--- config.mk ---
export PLATFORM = sky130hd
export DESIGN_NAME = alu_uart_sequencer
export DESIGN_NICKNAME = d
export VERILOG_FILES = /design/src/rtl/alu_uart_sequencer_pkg.sv /design/src/rtl/alu_uart_sequencer_timeout.sv /design/src/rtl/alu_uart_sequencer.sv
export SDC_FILE = /design/constraint.sdc
export NUM_CORES = 1
export LEC_CHECK = 0
export CAP_MARGIN = 10
export CORE_ASPECT_RATIO = 0.5
export CORE_MARGIN = 1.5
export CORE_UTILIZATION = 38
export DETAILED_ROUTE_END_ITERATION = 6
export MAX_ROUTING_LAYER = met4
export PLACE_DENSITY = 0.86
export SLEW_MARGIN = 40
export SYNTH_ARGS = -nofsm -noshare
export SYNTH_HDL_FRONTEND = slang
export SYNTH_SLANG_ARGS = --single-unit
--- constraint.sdc ---
create_clock -name i_clock -period 1.2 [get_ports i_clock]
set_input_delay 0.12 -clock i_clock [delete_from_list [all_inputs] [get_ports i_clock]]
set_output_delay 0.12 -clock i_clock [all_outputs]
set_load 0.02 [all_outputs]
--- src/rtl/alu_uart_sequencer_pkg.sv ---
// Shared definitions for the UART-driven ALU sequencer: default widths,
// the ALU opcode values, and the sequencer state type.
package alu_uart_sequencer_pkg;

  localparam int DEF_BITS_DATO      = 8;
  localparam int DEF_BITS_OPCODE    = 6;
  localparam int DEF_TIMEOUT_CYCLES = 1000000;

  localparam logic [5:0] OP_ADD = 6'b100000;
  localparam logic [5:0] OP_SUB = 6'b100010;
  localparam logic [5:0] OP_AND = 6'b100100;
  localparam logic [5:0] OP_OR  = 6'b100101;
  localparam logic [5:0] OP_XOR = 6'b100110;
  localparam logic [5:0] OP_NOR = 6'b100111;
  localparam logic [5:0] OP_SRA = 6'b000011;
  localparam logic [5:0] OP_SRL = 6'b000010;

  typedef enum logic [2:0] {
    ST_IDLE,
    ST_WAIT_B,
    ST_WAIT_OP,
    ST_EXEC,
    ST_SEND,
    ST_WAIT_TX
  } seq_state_e;

  function automatic logic is_wait_state(input seq_state_e s);
    return (s == ST_WAIT_B) || (s == ST_WAIT_OP);
  endfunction

endpackage

--- src/rtl/alu_uart_sequencer_timeout.sv ---
// Inter-byte timeout counter: counts enabled cycles, clear has priority,
// tc_o flags the cycle in which the count sits at TIMEOUT_CYCLES-1.
module alu_uart_sequencer_timeout
  import alu_uart_sequencer_pkg::*;
#(
  parameter int TIMEOUT_CYCLES = DEF_TIMEOUT_CYCLES
) (
  input  logic clk_i,
  input  logic rst_ni,
  input  logic enable_i,
  input  logic clear_i,
  output logic tc_o
);

  localparam int CNT_W = (TIMEOUT_CYCLES > 1) ? $clog2(TIMEOUT_CYCLES) : 1;
  localparam logic [CNT_W-1:0] LAST_COUNT = CNT_W'(TIMEOUT_CYCLES - 1);

  logic [CNT_W-1:0] count_q, count_d;

  always_comb begin
    count_d = count_q;
    if (clear_i) begin
      count_d = '0;
    end else if (enable_i) begin
      count_d = count_q + 1'b1;
    end
  end

  always_ff @(posedge clk_i) begin
    if (!rst_ni) begin
      count_q <= '0;
    end else begin
      count_q <= count_d;
    end
  end

  assign tc_o = enable_i && (count_q == LAST_COUNT);

endmodule

--- src/rtl/alu_uart_sequencer.sv ---
// Loads ALU operand A, operand B and opcode from three UART bytes, latches the
// result and hands it to the transmitter. Optional inter-byte timeout: SEQ_TIMEOUT_EN.
module alu_uart_sequencer
  import alu_uart_sequencer_pkg::*;
#(
  parameter int CANT_BITS_DATO   = DEF_BITS_DATO,
  parameter int CANT_BITS_OPCODE = DEF_BITS_OPCODE,
  parameter int TIMEOUT_CYCLES   = DEF_TIMEOUT_CYCLES
) (
  input  logic                        i_clock,
  input  logic                        i_reset,
  input  logic                        i_rx_done,
  input  logic [CANT_BITS_DATO-1:0]   i_rx_data,
  input  logic [CANT_BITS_DATO-1:0]   i_alu_result,
  input  logic                        i_tx_done,
  output logic [CANT_BITS_DATO-1:0]   o_reg_dato_A,
  output logic [CANT_BITS_DATO-1:0]   o_reg_dato_B,
  output logic [CANT_BITS_OPCODE-1:0] o_reg_opcode,
  output logic                        o_tx_start,
  output logic [CANT_BITS_DATO-1:0]   o_tx_data,
  output logic                        o_busy,
  output logic                        o_drop,
  output logic                        o_timeout
);

  seq_state_e                  state_q, state_d;
  logic [CANT_BITS_DATO-1:0]   dato_a_q, dato_a_d;
  logic [CANT_BITS_DATO-1:0]   dato_b_q, dato_b_d;
  logic [CANT_BITS_OPCODE-1:0] opcode_q, opcode_d;
  logic [CANT_BITS_DATO-1:0]   tx_data_q, tx_data_d;
  logic                        byte_drop;
  logic                        tmo_fire;
  logic                        tmo_tc;

`ifdef SEQ_TIMEOUT_EN
  logic tmo_clear;

  // Every accepted byte restarts the inter-byte window, including the one that enters WAIT_B.
  assign tmo_clear = i_rx_done &&
                     (state_q == ST_IDLE || state_q == ST_WAIT_B || state_q == ST_WAIT_OP);

  alu_uart_sequencer_timeout #(
    .TIMEOUT_CYCLES(TIMEOUT_CYCLES)
  ) u_timeout (
    .clk_i   (i_clock),
    .rst_ni  (i_reset),
    .enable_i(is_wait_state(state_q)),
    .clear_i (tmo_clear),
    .tc_o    (tmo_tc)
  );
`else
  assign tmo_tc = 1'b0;
`endif

  always_ff @(posedge i_clock) begin
    if (!i_reset) begin
      state_q   <= ST_IDLE;
      dato_a_q  <= '0;
      dato_b_q  <= '0;
      opcode_q  <= '0;
      tx_data_q <= '0;
    end else begin
      state_q   <= state_d;
      dato_a_q  <= dato_a_d;
      dato_b_q  <= dato_b_d;
      opcode_q  <= opcode_d;
      tx_data_q <= tx_data_d;
    end
  end

  always_comb begin
    state_d   = state_q;
    dato_a_d  = dato_a_q;
    dato_b_d  = dato_b_q;
    opcode_d  = opcode_q;
    tx_data_d = tx_data_q;
    byte_drop = 1'b0;
    tmo_fire  = 1'b0;
    case (state_q)
      ST_IDLE: begin
        if (i_rx_done) begin
          dato_a_d = i_rx_data;
          state_d  = ST_WAIT_B;
        end
      end
      ST_WAIT_B: begin
        if (i_rx_done) begin
          dato_b_d = i_rx_data;
          state_d  = ST_WAIT_OP;
        end else if (tmo_tc) begin
          tmo_fire = 1'b1;
          state_d  = ST_IDLE;
        end
      end
      ST_WAIT_OP: begin
        if (i_rx_done) begin
          opcode_d = i_rx_data[CANT_BITS_OPCODE-1:0];
          state_d  = ST_EXEC;
        end else if (tmo_tc) begin
          tmo_fire = 1'b1;
          state_d  = ST_IDLE;
        end
      end
      // Operands were registered last cycle, so the ALU output has settled by now.
      ST_EXEC: begin
        tx_data_d = i_alu_result;
        byte_drop = i_rx_done;
        state_d   = ST_SEND;
      end
      ST_SEND: begin
        byte_drop = i_rx_done;
        state_d   = ST_WAIT_TX;
      end
      ST_WAIT_TX: begin
        byte_drop = i_rx_done;
        if (i_tx_done) begin
          state_d = ST_IDLE;
        end
      end
      default: begin
        state_d = ST_IDLE;
      end
    endcase
  end

  assign o_reg_dato_A = dato_a_q;
  assign o_reg_dato_B = dato_b_q;
  assign o_reg_opcode = opcode_q;
  assign o_tx_data    = tx_data_q;
  assign o_tx_start   = (state_q == ST_SEND);
  assign o_busy       = (state_q != ST_IDLE);
  assign o_drop       = byte_drop;
  assign o_timeout    = tmo_fire;

endmodule

=== Word level (Yosys, flattened, before mapping) ===
Cells that the tools add are included.

* Register bits after elaboration: 33
* Bits in latches: 0
* Memory bits (read-only): 0
* Memories: 0
* Input port bits: 20
* Output and inout port bits: 34
* Word-level logic and storage cells: 27
* RAM bits: 0

* Divide/modulo/power cells: 0
* Multiplexer cells: 6
* Add/subtract/negate cells: 0
* Reduce and logical (&&, ||, !) cells: 7
* Order comparisons: 0
* Equality and inequality tests: 9
* Multipliers: 0
* Shift operators: 0
* Bitwise gates (word level): 0

{| class="wikitable"
|+ Operator list
! operator !! number
|-
| one-hot mux 3 bit (6 select lines) || 1
|-
| two-way mux 3 bit || 4
|-
| inequality test 2 bit, second input constant || 4
|-
| equality test 3 x 2 -> 1 bit, second input constant || 2
|-
| equality test 3 bit, second input constant || 2
|-
| AND reduction 2 bit || 3
|-
| AND reduction 4 bit || 1
|-
| equality test 3 x 1 -> 1 bit, second input constant || 1
|-
| zero test 3 bit || 1
|-
| nonzero test 3 bit || 1
|-
| OR reduction 3 bit || 1
|-
| two-way mux 1 bit || 1
|}

=== Logic depth before layout (Yosys ltp) ===
* Depth after elaboration: 3
* Depth in mapped cells: 5
* Depth with buffers taken out: 3

=== Least setup slack after synthesis ===
Ideal clock, no wire load.

* Path type: reg2out
* From: register state_q[2]
* To: output o_drop
* Path buffers: 2
* Data required time: 1080 ps
* Stages on the path, launching flop included: 5
* Arrival: 1280 ps
* Setup slack: -200 ps
* Cells stage by stage: dfxtp_1 > buf_6 > nand3b_1 > buf_2 > a21boi_0

* Longest elaborated chain between the ends: 3
* Elaborated cells between the ends (all ways): 5
* Classes of those cells: 3 x eq/ne; 1 x mux; 1 x reduce/logical

{| class="wikitable"
|+ RTL lines
! what !! line !! RTL
|-
| start, declared || alu_uart_sequencer.sv:26 || <nowiki>seq_state_e state_q, state_d;</nowiki>
|-
| start signal, assigned || alu_uart_sequencer.sv:63 || <nowiki>state_q <= state_d;</nowiki>
|-
| equality test 3 bit / equality test 3 x 2 -> 1 bit (equally long branches) || alu_uart_sequencer.sv:79 || <nowiki>case (state_q)</nowiki>
|-
| OR reduction 3 bit (no source line) * || n/a ||
|-
| two-way mux 1 bit * || alu_uart_sequencer.sv:79 ||
|-
| end, declared || alu_uart_sequencer.sv:22 || <nowiki>output logic o_drop,</nowiki>
|}

Mark *: on every way between the ends. The rest lies on a longest branch, timed or not.

=== Final worst setup path ===
* From: register state_q[2]
* To: register dato_a_q[2], in the netlist o_reg_dato_A[2]

* Longest elaborated chain between the ends: 2

{| class="wikitable"
|+ RTL lines
! what !! line !! RTL
|-
| zero test 3 bit || alu_uart_sequencer.sv:79 ||
|-
| AND reduction 2 bit (no source line) || n/a ||
|-
| end signal, assigned || alu_uart_sequencer.sv:64 || <nowiki>dato_a_q <= dato_a_d;</nowiki>
|-
| end, declared || alu_uart_sequencer.sv:27 || <nowiki>logic [CANT_BITS_DATO-1:0] dato_a_q, dato_a_d;</nowiki>
|}

No other way between the ends.
A chain may end at the register's enable or synchronous reset.

==> results_dict.tcl <==
set metrics [dict create \
    rsz0062_at_grt "yes" \
    slowest_delay_ns 0.62 \
    holdPathStages 3 \
    hold_viol_final 0 \
    initial_core_util_pct 40.1 \
    drc_errors 0 \
    leakage_nw 0.976 \
    reg2reg_slack_ns -0.15 \
    drive_gt1_share_pct 19.1 \
    max_clock_freq_mhz 743 \
    hold_class "input pin to flop" \
    syn-mean-instance-area_um2 10.6 \
    ys_seq_area_share_pct 47.7 \
    reg2regPathDepth 4 \
    worst_slack_ns -0.146 \
    cts.reportedPaths.clkPinSlew_ns 0.07 \
    area_delta_synth_final_pct 53.6 \
    cp-startpoint "state_q[2]$_SDFFE_PN0P_" \
    status "finished with violations" \
    arrival_ns 1.53 \
    portBuffers 52 \
    nets 213 \
    post-route-period-util_pct 112 \
    synth-seq-cells 33 \
    pre_cts_ws_ns -0.350 \
    cts.htree.levels 2 \
    critPathLaunchType "flop" \
    total_power_mw 2.66 \
    critPathBufInv 1 \
    placementRows 15 \
    clock_latency_ns 0.28 \
    end_kind "flop" \
    stdcell_area_um2 2130 \
    drv_cap 0 \
    required_ns 1.38 \
    utilization_pct 61.6 \
    die_w_um 88.3 \
    r2r_end "o_reg_dato_A[2]$_SDFFE_PN0P_" \
    path_cells "buf_6 > or4b_4 > nand2_1 > a21boi_1" \
    grt_max_degree 34 \
    period_minus_slack_ns 1.35 \
    critPathCapture "o_reg_dato_A[2]$_SDFFE_PN0P_" \
    routed_wirelength_um 3080 \
    globalRouteOverflowTotal 0 \
    routed_via_density 4.60 \
    finClkSkew_ns 0.00629 \
    clock_path_buffers 2 \
    ys_types 24 \
    drtIter0Drc 49 \
    drt_pre_antenna_iters 4 \
    die-area_um2 4030 \
    hold_buffers 0 \
    placement.cell_area_um2 1980 \
    track_usage_pct 17.3 \
    fp.dieH_um 45.7 \
    violations "negative setup slack" \
    wl_per_cell_um 12.6 \
    crit_family "simple AND/OR/NAND/NOR gates" \
    synth-warning-count 0 \
    ir_worst_vdd_v 0.000641 \
    critical_path_class "flop to flop" \
    grt_pass1_vias 1130 \
    antenna_found_initial 0 \
    setup_tns_ns -2.25 \
    postRouteAntennaNets 0 \
    critPathSlowestCell "or4b_4" \
    syn_area_um2 1380 \
    syn_inst 131 \
    finalSetupViolations 25 \
    grt_pass1_wl_um 4950 \
    diodes 0 \
    crit_path_max_fanout 8 \
    cts_made_buffers 5 \
    vias 1127 \
    drv_slew 0 \
    dpl.hpwl_um 2170 \
    core_um2 3450 \
    io_pins 54 \
    powerDensity_nw_per_um2 1250 \
    path_depth 4 \
    gp_congestion 0.736 \
    synthesis.nets 151 \
    cts_tree "built" \
    cts.sink_count 33 \
    r2r_start "state_q[2]$_SDFFE_PN0P_" \
    cts_root_buf "clkbuf_8" \
]
state kept, by name, summed over array words and instances (netlist names):
| signal | flops |
|---|---|
| state_q | 3 |
| o_reg_dato_B | 8 |
| o_reg_opcode | 6 |
| o_reg_dato_A | 8 |
| o_tx_data | 8 |
worst register-to-register path, cell delays in order, from the launching register on:
cell and delay [ns]:
dfxtp_2 0.34, buf_6 0.13, or4b_4 0.62, nand2_1 0.11, a21boi_1 0.06
cell type report:
| cell class | instances | area [um^2] |
|---|---|---|
| Clock buffer | 7 | 86.3 |
| Clock inverter | 1 | 30.0 |
| Fill cell | 296 | 1330 |
| Inverter | 1 | 3.75 |
| Multi-Input combinational cell | 86 | 662 |
| Sequential cell | 33 | 664 |
| Tap cell | 51 | 63.8 |
| Timing Repair Buffer | 66 | 616 |
through the flow:
stage          instances  hold WS [ns]
2_1_floorplan        131         0.259
3_3_place_gp         234         0.440
3_5_place_dp         234         0.451
4_1_cts              244         0.424
5_1_grt              245         0.453
6_report             245         0.423
how the worst min path moves through the flow:
stage                                      start                            to  slack, ns
global route                        i_rx_data[6]  o_reg_dato_A[6]$_SDFFE_PN0P_       0.45
CTS                                 i_rx_data[6]  o_reg_dato_A[6]$_SDFFE_PN0P_       0.42
global placement    o_reg_dato_A[0]$_SDFFE_PN0P_  o_reg_dato_A[0]$_SDFFE_PN0P_       0.44
detailed placement  o_reg_dato_A[4]$_SDFFE_PN0P_  o_reg_dato_A[4]$_SDFFE_PN0P_       0.45
finish                              i_rx_data[7]  o_reg_dato_A[7]$_SDFFE_PN0P_       0.42
floorplan                           i_rx_data[0]  o_reg_dato_A[0]$_SDFFE_PN0P_       0.26
cells in the final DEF, fill, tap and decap left out:
| cell | Yosys | layout |
|---|---|---|
| nand2_1 | 16 | 13 |
| buf_4 | 4 | 10 |
| and4bb_2 | 2 | 1 |
| o31a_1 | 1 | 1 |
| mux2i_1 | 23 | 23 |
| clkbuf_1 | 3 | 1 |
| nand3b_1 | 1 | 1 |
| or3_4 | 0 | 1 |
| a21boi_1 | 8 | 8 |
| nor2b_1 | 23 | 23 |
| bufinv_16 | 0 | 1 |
| a21boi_2 | 0 | 1 |
| clkbuf_8 | 0 | 6 |
| nor3b_1 | 2 | 2 |
| buf_12 | 0 | 1 |
| dfxtp_2 | 0 | 3 |
| buf_6 | 3 | 6 |
| a21oi_2 | 0 | 1 |
| inv_1 | 1 | 1 |
| dlygate4sd2_1 | 0 | 30 |
| or2b_1 | 1 | 1 |
| clkdlybuf4s50_1 | 0 | 19 |
| conb_1 | 1 | 1 |
| dfxtp_1 | 33 | 30 |
| nor2_1 | 1 | 1 |
| nand2_2 | 0 | 3 |
| nor4b_1 | 1 | 1 |
| and4bb_4 | 0 | 1 |
| o21a_1 | 1 | 1 |
| nor4b_4 | 1 | 1 |
| or4b_4 | 1 | 1 |
synthesized netlist by cell type, drive strengths merged:
| library cell | number | area [um^2] |
|---|---|---|
| mux2i | 23 | 230 |
| nor2b | 23 | 144 |
| a21oi | 1 | 5.00 |
| a21boi | 9 | 67.6 |
| nor3b | 2 | 15.0 |
| or4b | 1 | 13.8 |
| clkbuf | 3 | 11.3 |
| inv | 1 | 3.75 |
| nor4b | 2 | 32.5 |
| dfxtp | 33 | 661 |
| o31a | 1 | 8.76 |
| buf | 8 | 68.8 |
| and4bb | 2 | 25.0 |
| or2b | 1 | 7.51 |
| nand3b | 1 | 7.51 |
| conb | 1 | 3.75 |
| nor2 | 1 | 3.75 |
| or3 | 1 | 7.51 |
| o21a | 1 | 7.51 |
| nand2 | 16 | 60.1 |
logic make-up after synthesis:
logic type      synth area share, %
other cells                   0.271
buf+inv                        6.06
compound gates                 6.42
flops                          47.7
mux                            16.6
simple gates                   22.9
per-layer routing:
metal	GRT usage, %	up-vias	part of all wire, %
met5	-	-	0
met1	18.1	540	44
met4	6.56	0	1.3
met3	4.89	7	4.8
li1	-	555	-
met2	32.1	25	49
what timing repair did:
action,in CTS,in global routing
setup endpoints to repair,55,25
buffers inserted,2,1
gates resized for setup,57,4
pin swaps,11,0
power by group:
| group | leakage (nW) | switching, mW | total [mW] | internal (mW) |
|---|---|---|---|---|
| clock network | 0.0585 | 0.385 | 1.06 | 0.676 |
| registers | 0.269 | 0.0268 | 1.17 | 1.14 |
| logic | 0.648 | 0.200 | 0.432 | 0.232 |
| total | 0.976 | 0.611 | 2.66 | 2.05 |
Power figures use the tool's default switching activity.
